## config.mk

```make
export PLATFORM = sky130hd
export DESIGN_NAME = seq_det_sched_flat
export DESIGN_NICKNAME = d
export VERILOG_FILES = /design/src/rtl/seq_det_sched_if.sv /design/src/rtl/seq_det_sched.sv /design/src/flat_wrapper.sv
export SDC_FILE = /design/constraint.sdc
export NUM_CORES = 1
export LEC_CHECK = 0
export CAP_MARGIN = 20
export CORE_ASPECT_RATIO = 1.25
export CORE_MARGIN = 5
export CORE_UTILIZATION = 45
export CTS_CLUSTER_SIZE = 12
export DETAILED_ROUTE_END_ITERATION = 7
export SLEW_MARGIN = 20
export SYNTH_ARGS = -nofsm -noshare
export SYNTH_HDL_FRONTEND = slang
export SYNTH_SLANG_ARGS = --single-unit
```

## constraint.sdc

```tcl
create_clock -name clk -period 4.43 [get_ports clk]
set_clock_uncertainty 0.2 [all_clocks]
set_input_delay 1.1075 -clock clk [delete_from_list [all_inputs] [get_ports clk]]
set_output_delay 1.1075 -clock clk [all_outputs]
set_load 0.02 [all_outputs]
```

## src/rtl/seq_det_sched_if.sv

```systemverilog
// Bus bundle for seq_det_sched: per-channel serial bit handshake, channel clears,
// the match pulse and the match-counter read port.
interface seq_det_sched_if #(
  parameter int NCH = 4
);
  localparam int CW = (NCH > 1) ? $clog2(NCH) : 1;

  logic [NCH-1:0] bit_valid;
  logic [NCH-1:0] bit_data;
  logic [NCH-1:0] bit_ready;
  logic [NCH-1:0] ch_clr;
  logic           match_valid;
  logic [CW-1:0]  match_ch;
  logic [CW-1:0]  cnt_sel;
  logic [7:0]     cnt_out;

  modport master (
    output bit_valid, bit_data, ch_clr, cnt_sel,
    input  bit_ready, match_valid, match_ch, cnt_out
  );

  modport slave (
    input  bit_valid, bit_data, ch_clr, cnt_sel,
    output bit_ready, match_valid, match_ch, cnt_out
  );
endinterface

```

## src/rtl/seq_det_sched.sv

```systemverilog
// Multi-channel serial pattern detector: one shared shift/compare engine is
// time-shared across NCH channel contexts by a round-robin arbiter.
module seq_det_sched #(
  parameter int              NCH     = 4,
  parameter int              PAT_W   = 5,
  parameter logic [PAT_W-1:0] PATTERN = 5'b10110,
  parameter bit              OVERLAP = 1'b0
) (
  input  logic           clk,
  input  logic           rst,
  seq_det_sched_if.slave bus
);
  localparam int CW = (NCH > 1) ? $clog2(NCH) : 1;
  localparam int FW = $clog2(PAT_W + 1);
  localparam logic [FW-1:0] FULL = FW'(PAT_W);

  logic [PAT_W-1:0] hist_q [NCH];
  logic [FW-1:0]    fill_q [NCH];
  logic [7:0]       mcnt_q [NCH];
  logic [CW-1:0]    rr_q;
  logic [CW-1:0]    mch_q;
  logic             mv_q;

  logic [NCH-1:0]   elig;
  logic             gnt_any;
  logic [CW-1:0]    gnt_idx;
  logic [CW-1:0]    rr_d;
  logic [PAT_W-1:0] hist_sel, hist_d;
  logic [FW-1:0]    fill_sel, fill_d;
  logic             match_d;

  // A channel being cleared this cycle is never offered a grant.
  assign elig = bus.bit_valid & ~bus.ch_clr & {NCH{~rst}};

  // Scan downward in priority so the lowest offset from rr_q is assigned last.
  always_comb begin
    logic [CW:0] idx;
    gnt_any = 1'b0;
    gnt_idx = '0;
    idx     = '0;
    for (int k = NCH - 1; k >= 0; k--) begin
      idx = {1'b0, rr_q} + (CW+1)'(k);
      if (idx >= (CW+1)'(NCH)) idx = idx - (CW+1)'(NCH);
      if (elig[idx[CW-1:0]]) begin
        gnt_any = 1'b1;
        gnt_idx = idx[CW-1:0];
      end
    end
  end

  assign bus.bit_ready = gnt_any ? (NCH'(1) << gnt_idx) : '0;

  always_comb begin
    rr_d = rr_q;
    if (gnt_any) rr_d = (gnt_idx == CW'(NCH - 1)) ? '0 : gnt_idx + 1'b1;
  end

  // Shared engine: fetch the granted context, shift in the bit, compare.
  always_comb begin
    hist_sel = hist_q[gnt_idx];
    fill_sel = fill_q[gnt_idx];
    hist_d   = PAT_W'({hist_sel, bus.bit_data[gnt_idx]});
    fill_d   = (fill_sel == FULL) ? FULL : fill_sel + 1'b1;
    match_d  = gnt_any && (fill_d == FULL) && (hist_d == PATTERN);
  end

  always_ff @(posedge clk) begin
    if (rst) begin
      rr_q  <= '0;
      mv_q  <= 1'b0;
      mch_q <= '0;
      for (int i = 0; i < NCH; i++) begin
        hist_q[i] <= '0;
        fill_q[i] <= '0;
        mcnt_q[i] <= '0;
      end
    end else begin
      rr_q <= rr_d;
      mv_q <= match_d;
      if (match_d) mch_q <= gnt_idx;
      for (int i = 0; i < NCH; i++) begin
        if (bus.ch_clr[i]) begin
          hist_q[i] <= '0;
          fill_q[i] <= '0;
          mcnt_q[i] <= '0;
        end else if (gnt_any && gnt_idx == CW'(i)) begin
          hist_q[i] <= hist_d;
          // Non-overlapping mode restarts the window; hist is left as is.
          fill_q[i] <= (match_d && !OVERLAP) ? '0 : fill_d;
          if (match_d && mcnt_q[i] != 8'hFF) mcnt_q[i] <= mcnt_q[i] + 8'd1;
        end
      end
    end
  end

  assign bus.match_valid = mv_q;
  assign bus.match_ch    = mch_q;

  always_comb begin
    bus.cnt_out = 8'h00;
    for (int i = 0; i < NCH; i++)
      if (bus.cnt_sel == CW'(i)) bus.cnt_out = mcnt_q[i];
  end
endmodule

```

## src/flat_wrapper.sv

```systemverilog
// flat-port wrapper written by rule: the top's interface ports become plain ports
module seq_det_sched_flat 
#(
  parameter int              NCH     = 4,
  parameter int              PAT_W   = 5,
  parameter logic [PAT_W-1:0] PATTERN = 5'b10110,
  parameter bit              OVERLAP = 1'b0
)
  (clk, rst, bus_bit_valid, bus_bit_data, bus_ch_clr, bus_cnt_sel, bus_bit_ready, bus_match_valid, bus_match_ch, bus_cnt_out);
  seq_det_sched_if #(.NCH(NCH)) bus_i ();
  input  logic clk;
  input  logic rst;
  input wire logic [$bits(bus_i.bit_valid)-1:0] bus_bit_valid;
  input wire logic [$bits(bus_i.bit_data)-1:0] bus_bit_data;
  input wire logic [$bits(bus_i.ch_clr)-1:0] bus_ch_clr;
  input wire logic [$bits(bus_i.cnt_sel)-1:0] bus_cnt_sel;
  output wire logic [$bits(bus_i.bit_ready)-1:0] bus_bit_ready;
  output wire logic [$bits(bus_i.match_valid)-1:0] bus_match_valid;
  output wire logic [$bits(bus_i.match_ch)-1:0] bus_match_ch;
  output wire logic [$bits(bus_i.cnt_out)-1:0] bus_cnt_out;
  assign bus_i.bit_valid = bus_bit_valid;
  assign bus_i.bit_data = bus_bit_data;
  assign bus_i.ch_clr = bus_ch_clr;
  assign bus_i.cnt_sel = bus_cnt_sel;
  assign bus_bit_ready = bus_i.bit_ready;
  assign bus_match_valid = bus_i.match_valid;
  assign bus_match_ch = bus_i.match_ch;
  assign bus_cnt_out = bus_i.cnt_out;
  seq_det_sched #(.NCH(NCH), .PAT_W(PAT_W), .PATTERN(PATTERN), .OVERLAP(OVERLAP)) u_core (.clk(clk), .rst(rst), .bus(bus_i));
endmodule
```

==> flow_summary.toml, run 1 <==
[synthesis]
yosysWarnings = 0
synth_flop_cell = "edfxtp_1"
syn_avg_cell_area_um2 = 11.44
synth_cells = 321
synth_edf_count = 60
syn_area_um2 = 3671
seq_area_frac_synth_pct = 51.81
synth.net_count = 345
netlist-cell-type-count = 45
synthArstFlopShare_pct = 0
synth_seq_cells = 65

[finish]
final_area_um2 = 4427
final_core_util_pct = 56.16
drive_gt1_share_pct = 17.66
seq_area_um2 = 1902
n_antenna_cell = 0
fin_nets = 404
area_growth_syn_to_layout_pct = 20.59
fillCellCount = 687
multi_input_area_um2 = 1652

[floorplan]
io_pins = 31
die_x_um = 90.79
dieArea_um2 = 10080
coreArea_um2 = 7883
initial_core_util_pct = 46.57
rows = 36
die_y_um = 111.0

[cts]
postCtsSetupBuffers = 0
clk_latency_ps = 360
clock-sinks = 65
cts_max_path_buffers = 2
root_buffer = "clkbuf_8"
htreeDepth = 3
cts_buffers = 9
cts_hold_buffers = 0
cts_resized = 4
cts_tree = "done"
clk_pin_slew_ps = 70

[sta]
finalHoldViolations = 0
slew_headroom_pct = 66.15
fin_crit_sh_pct = 96.54
drv_slew = 0
max_freq_ghz = 0.2338
finalSetupViolCount = 0
hold_slack_ps = 284.1
worst-slew-pin-transition_ps = 502.4
finalCriticalPeriod_ps = 4277
setup_tns_ps = 0
rsz0062_at_grt = "no"

[route]
via_per_inst = 5.438
drtIter0Drc = 156
totalWireLength_um = 7897
drc = 0
routedWlPerCell_um = 16.45
vias = 2610
first_pass_iters = 5
ant_nets = 0

[critical_path]
rrSetupSlack_ps = 1260
cp.required_ps = 3120
crit_fanout = 3
arrival_ps = 2970
path_class = "in -> out"
critPathCaptureType = "output pin"
worst_setup_path_start_kind = "primary input"

[power_and_ir_drop]
clkPwrFrac_pct = 36.9
p_seq_share_pct = 50.3
combinationalPowerShare_pct = 12.8
p_leak_nw = 1.771
power_density_nw_per_um2 = 323.5
sw_frac_of_total_pct = 26.75
irDropWorstVdd_mv = 0.2006
power.switching_mw = 0.3831
p_int_mw = 1.049
power_mw = 1.432

[global_routing]
use_met1_pct = 20.08
antenna_found_initial = 0
grt_pass1_vias = 2710
grtUsageMet2_pct = 29.13
grt_pass1_wl_um = 13430
use_met3_pct = 4.345
grt_util_all_layers_pct = 16.90
grt_max_degree = 17
overflow = 0
grt.busiest_layer = "met2"

[place]
hpwl_um = 6001
place_congestion = 0.8678
place_area_um2 = 4232
io_buffers = 30

[min_path]
min_path_type = "reg -> reg"

[run]
maxCapViolations = 0

[run_status]
outcome = "complete, no violations"
layout make-up:
cell class | count | area share, %
Sequential cell | 65 | 42.96
Multi-Input combinational cell | 232 | 37.31
Timing Repair Buffer | 57 | 11.25
Clock buffer | 9 | 2.798
Tap cell | 95 | 2.685
Clock inverter | 7 | 1.724
Inverter | 15 | 1.272
cell families (layout without fill, tap and decap cells):
kind of cell / after synthesis / in the layout / synth area share (%)
AOI/OAI and AO/OA: 28 / 28 / 5.488
xor gates and xnor gates: 24 / 24 / 5.726
adders and majority gates: 8 / 8 / 2.727
buffers and inverters: 24 / 88 / 3.203
DFF: 65 / 65 / 51.81
muxes: 30 / 30 / 11.04
and+or+nand+nor: 142 / 142 / 20.01
path summary, 6_finish.rpt:
check,depth (start not counted),end,from
worst max register to register,11,u_core.mcnt_q[0][29],u_core.rr_q[1]
worst min-delay path,2,u_core.bus.match_ch[1],u_core.bus.match_ch[1]
worst min register to register,2,u_core.bus.match_ch[1],u_core.bus.match_ch[1]
worst max-delay path,9,bus_bit_ready[0],bus_bit_valid[1]
synthesized netlist by cell type (5+ instances only):
cell | count | share of area (%)
nand2b_1 | 6 | 1.0
nand2_1 | 17 | 1.7
inv_1 | 13 | 1.3
nor2_1 | 61 | 6.2
mux4_2 | 8 | 4.9
nor2b_1 | 8 | 1.4
and3_1 | 14 | 2.4
xnor2_1 | 7 | 1.7
a31oi_1 | 5 | 0.85
dfxtp_1 | 5 | 2.7
nand3_1 | 20 | 2.7
o21ai_0 | 7 | 0.95
ha_1 | 8 | 2.7
mux2i_1 | 18 | 4.9
xor2_1 | 17 | 4.1
edfxtp_1 | 60 | 49
power by group through the flow:
stage                     sequential [mW]  combinational (mW)  clock [mW]
after floorplan                     0.725               0.116           0
after global placement              0.733               0.185           0
after detailed placement            0.734               0.186           0
after CTS                           0.720               0.186       0.534
after global routing                0.724               0.204       0.566
final                               0.720               0.184       0.528
through the flow:
stage,instances,setup slack [ps]
floorplan,321,619.0
global placement,464,-100.7
detailed placement,464,-117.4
CTS,480,142.0
global route,480,20.55
finish,480,153.3
worst max-delay path: stages:
cell and delay (ps):
clkdlybuf4s50_1 470, nor2b_2 180, o32ai_1 100, a211o_2 370, buf_4 140, ha_1 180
nand2_1 70, inv_1 30, dlygate4sd2_1 310
registers in the layout, indices dropped and copies added (netlist names):
signal,cells
u_core.mcnt_q,32
u_core.hist_q,16
u_core.fill_q,12
u_core.bus.match_ch,2
u_core.rr_q,2
u_core.bus.match_valid,1
layer usage:
layer / part of all wire, % / wire (µm)
met5: 0 / 0
met3: 4.4 / 346
met2: 52 / 4078
met4: 1.9 / 152
met1: 42 / 3319
placed cells by master (no fill, tap or decap), types with 2 or more instances in the layout:
cell type        count
clkdlybuf4s50_1     26
o21ai_0              7
a31oi_1              5
a211o_1              2
inv_6                3
dlygate4sd2_1        4
a21oi_1              4
and2_1               3
clkinvlp_4           2
ha_1                 8
mux2_2               4
dfxtp_1              5
and3_1              14
o311ai_0             2
mux4_2               8
nand2b_1             6
or2_2                2
nor2_1              61
nand2_1             17
xnor2_1              7
inv_1               13
buf_4               27
nand3_4              4
nor2b_1              8
mux2i_1             18
edfxtp_1            60
clkbuf_8             9
nand3_1             20
xor2_1              17
Power figures use the tool's default switching activity.
==> inputs of run 2 (changes only) <==
--- a/config.mk
+++ b/config.mk
@@ -9,8 +9,10 @@
 export CORE_ASPECT_RATIO = 1.25
 export CORE_MARGIN = 5
 export CORE_UTILIZATION = 45
+export CTS_CLUSTER_DIAMETER = 50
 export CTS_CLUSTER_SIZE = 12
 export DETAILED_ROUTE_END_ITERATION = 7
+export PLACE_DENSITY_LB_ADDON = 0.2
 export SLEW_MARGIN = 20
 export SYNTH_ARGS = -nofsm -noshare
 export SYNTH_HDL_FRONTEND = slang
==> run 2 against run 1 <==
  * Sequential power about the same
  * Setup slack worse by 20 ps
  * Total power up 7.1%
  * Global-route usage down 0.82 points
  * Count of clock-buffer cells in the layout unchanged
  * Hold slack better by 2.1 ps
==> flow_summary.toml, run 2 (synthesized netlist as in run 1, its figures left out) <==
[run_status]
outcome = "complete, no violations"

[sta]
fin_crit_sh_pct = 96.99
max_freq_ghz = 0.2328
finalSetupViolCount = 0
setup_tns_ps = 0
drv_slew = 0
finalCriticalPeriod_ps = 4296
slew_headroom_pct = 72.39
finalHoldViolations = 0
rsz0062_at_grt = "no"
worst-slew-pin-transition_ps = 402.7
worst_slack_ps = 133.6

[run]
maxCapViolations = 0

[power_and_ir_drop]
power.switching_mw = 0.3718
power_density_nw_per_um2 = 342.2
p_int_mw = 1.162
clkPwrFrac_pct = 41.2
irDropWorstVdd_mv = 0.1798
combinationalPowerShare_pct = 11.9
sw_frac_of_total_pct = 24.24
p_seq_share_pct = 46.9
p_leak_nw = 1.803

[critical_path]
path_class = "in -> out"
cp_cell_sequence = "clkdlybuf4s50_1, nor2b_2, o32ai_1, a211o_2, buf_4, ha_1, nand2_1, inv_1, dlygate4sd2_1"
worstRegToRegCells = 11
crit_fanout = 3
worst-path-stages = 9
crit_slowest_cell = "clkdlybuf4s50_1"
cp.required_ps = 3120
endpoint = "bus_bit_ready[0]"
reg2reg_from = "u_core.rr_q[1]"
path_buf_inv = 4
critPathCaptureType = "output pin"
worst_setup_path_start_kind = "primary input"
slowest_delay_ps = 470
rrSetupSlack_ps = 1220
cp_top_family = "buffers and inverters"
worstReg2RegEnd = "u_core.mcnt_q[0][7]"
crit_start = "bus_bit_valid[1]"
arrival_ps = 2990

[cts]
clk_latency_ps = 350
clk_pin_slew_ps = 70
htreeDepth = 3
root_buffer = "clkbuf_8"
postCtsSetupBuffers = 0
cts_buffers = 9
clock-sinks = 65
cts_tree = "done"
cts_max_path_buffers = 2
cts_hold_buffers = 0

[place]
hpwl_um = 6093
io_buffers = 30
place_congestion = 0.8024
place_area_um2 = 4239
place_ws_ps = -99.01
dp_cells = 465

[global_routing]
grt_util_all_layers_pct = 16.08
grt_max_degree = 17
overflow = 0
grt_pass1_wl_um = 12810
grt_pass1_vias = 2627
antenna_found_initial = 0

[floorplan]
io_pins = 31
dieArea_um2 = 10080
coreArea_um2 = 7883
rows = 36
initial_core_util_pct = 46.57
die_y_um = 111.0
die_x_um = 90.79

[route]
routedWlPerCell_um = 16.52
top_layer_used = "met4"
drtIter0Drc = 158
ant_nets = 0
drc = 0
totalWireLength_um = 7946
wl_met2_um = 4182
vias = 2605
via_per_inst = 5.416
first_pass_iters = 4
wl_met3_um = 251
wl_met1_um = 3369

[finish]
area_growth_syn_to_layout_pct = 22.12
regMostFlops = "u_core.mcnt_q"
final_cells = 481
fin_nets = 405
reg_top3 = "u_core.mcnt_q (32), u_core.hist_q (16), u_core.fill_q (12)"
n_antenna_cell = 0
largest_reg_flops = 32
final_area_um2 = 4483
final_common_cell = "nor2_1"
drive_gt1_share_pct = 17.88
layout_common_cells = "nor2_1 (61), edfxtp_1 (60), buf_4 (28)"

[min_path]
min_path_type = "reg -> reg"
==> run 2: cell count changes in the layout (fill, tap and decap cells not counted) <==
cell,change
buf_4,+1
bufinv_16,+2
clkinv_2,-1
clkinv_4,+2
clkinvlp_4,-2
inv_6,-1
==> run 2: worst register-to-register path, cell delays in order (launching register included) <==
cell      delay (ps)
dfxtp_1          350
or3b_1           380
a21oi_1          170
a211o_2          150
buf_4            110
buf_4            260
mux2i_1          130
mux2_2           360
a211oi_4         200
buf_4            200
nand3_4           70
nand2_1          300
==> run 2: how the worst min path moves through the flow <==
stage	start	to	slack [ps]	cells past startpoint
after floorplan	u_core.rr_q[0]	u_core.rr_q[0]	260	2
after global placement	u_core.bus.match_ch[0]	u_core.bus.match_ch[0]	270	2
after detailed placement	u_core.bus.match_ch[1]	u_core.bus.match_ch[1]	280	2
after CTS	u_core.bus.match_ch[1]	u_core.bus.match_ch[1]	290	2
after global routing	u_core.bus.match_ch[1]	u_core.bus.match_ch[1]	320	2
final	u_core.bus.match_ch[0]	u_core.bus.match_ch[0]	290	2
==> run 2: area by class of cell <==
class	count	area, µm²
clock buffer	9	123.9
inverter	15	56.30
fill	674	3400
sequential	65	1902
multi-input combinational	232	1652
clock inverter	7	125.1
timing repair buffer	58	505.5
tap	95	118.9
==> run 2: what timing repair did <==
item / 4_1_cts / 5_1_grt
gates resized for setup: 4 / 0
endpoints found under the setup margin: 4 / 0
hold endpoints to repair: 0 / 0
==> run 2: metrics by stage <==
step	total power [mW]	hold WS, ps	utilization, %
floorplan	0.8412	263.1	-
global placement	0.9150	269.6	53.78
detailed placement	0.9184	276.9	53.78
CTS	1.547	287.4	56.87
global route	1.595	316.9	56.87
finish	1.534	286.1	56.87
==> run 2: metal layers <==
layer | track usage, % | up-vias
li1 | - | 1273
met1 | 19.11 | 1279
met2 | 28.02 | 44
met3 | 3.462 | 9
met4 | 6.458 | 0
met5 | 0 | -
==> run 2: power groups by stage <==
stage / Clock (mW) / Combinational [mW] / Sequential, mW
2_1_floorplan: 0 / 0.116 / 0.725
3_3_place_gp: 0 / 0.182 / 0.733
3_5_place_dp: 0 / 0.184 / 0.734
4_1_cts: 0.642 / 0.185 / 0.720
5_1_grt: 0.673 / 0.199 / 0.723
6_report: 0.631 / 0.183 / 0.720
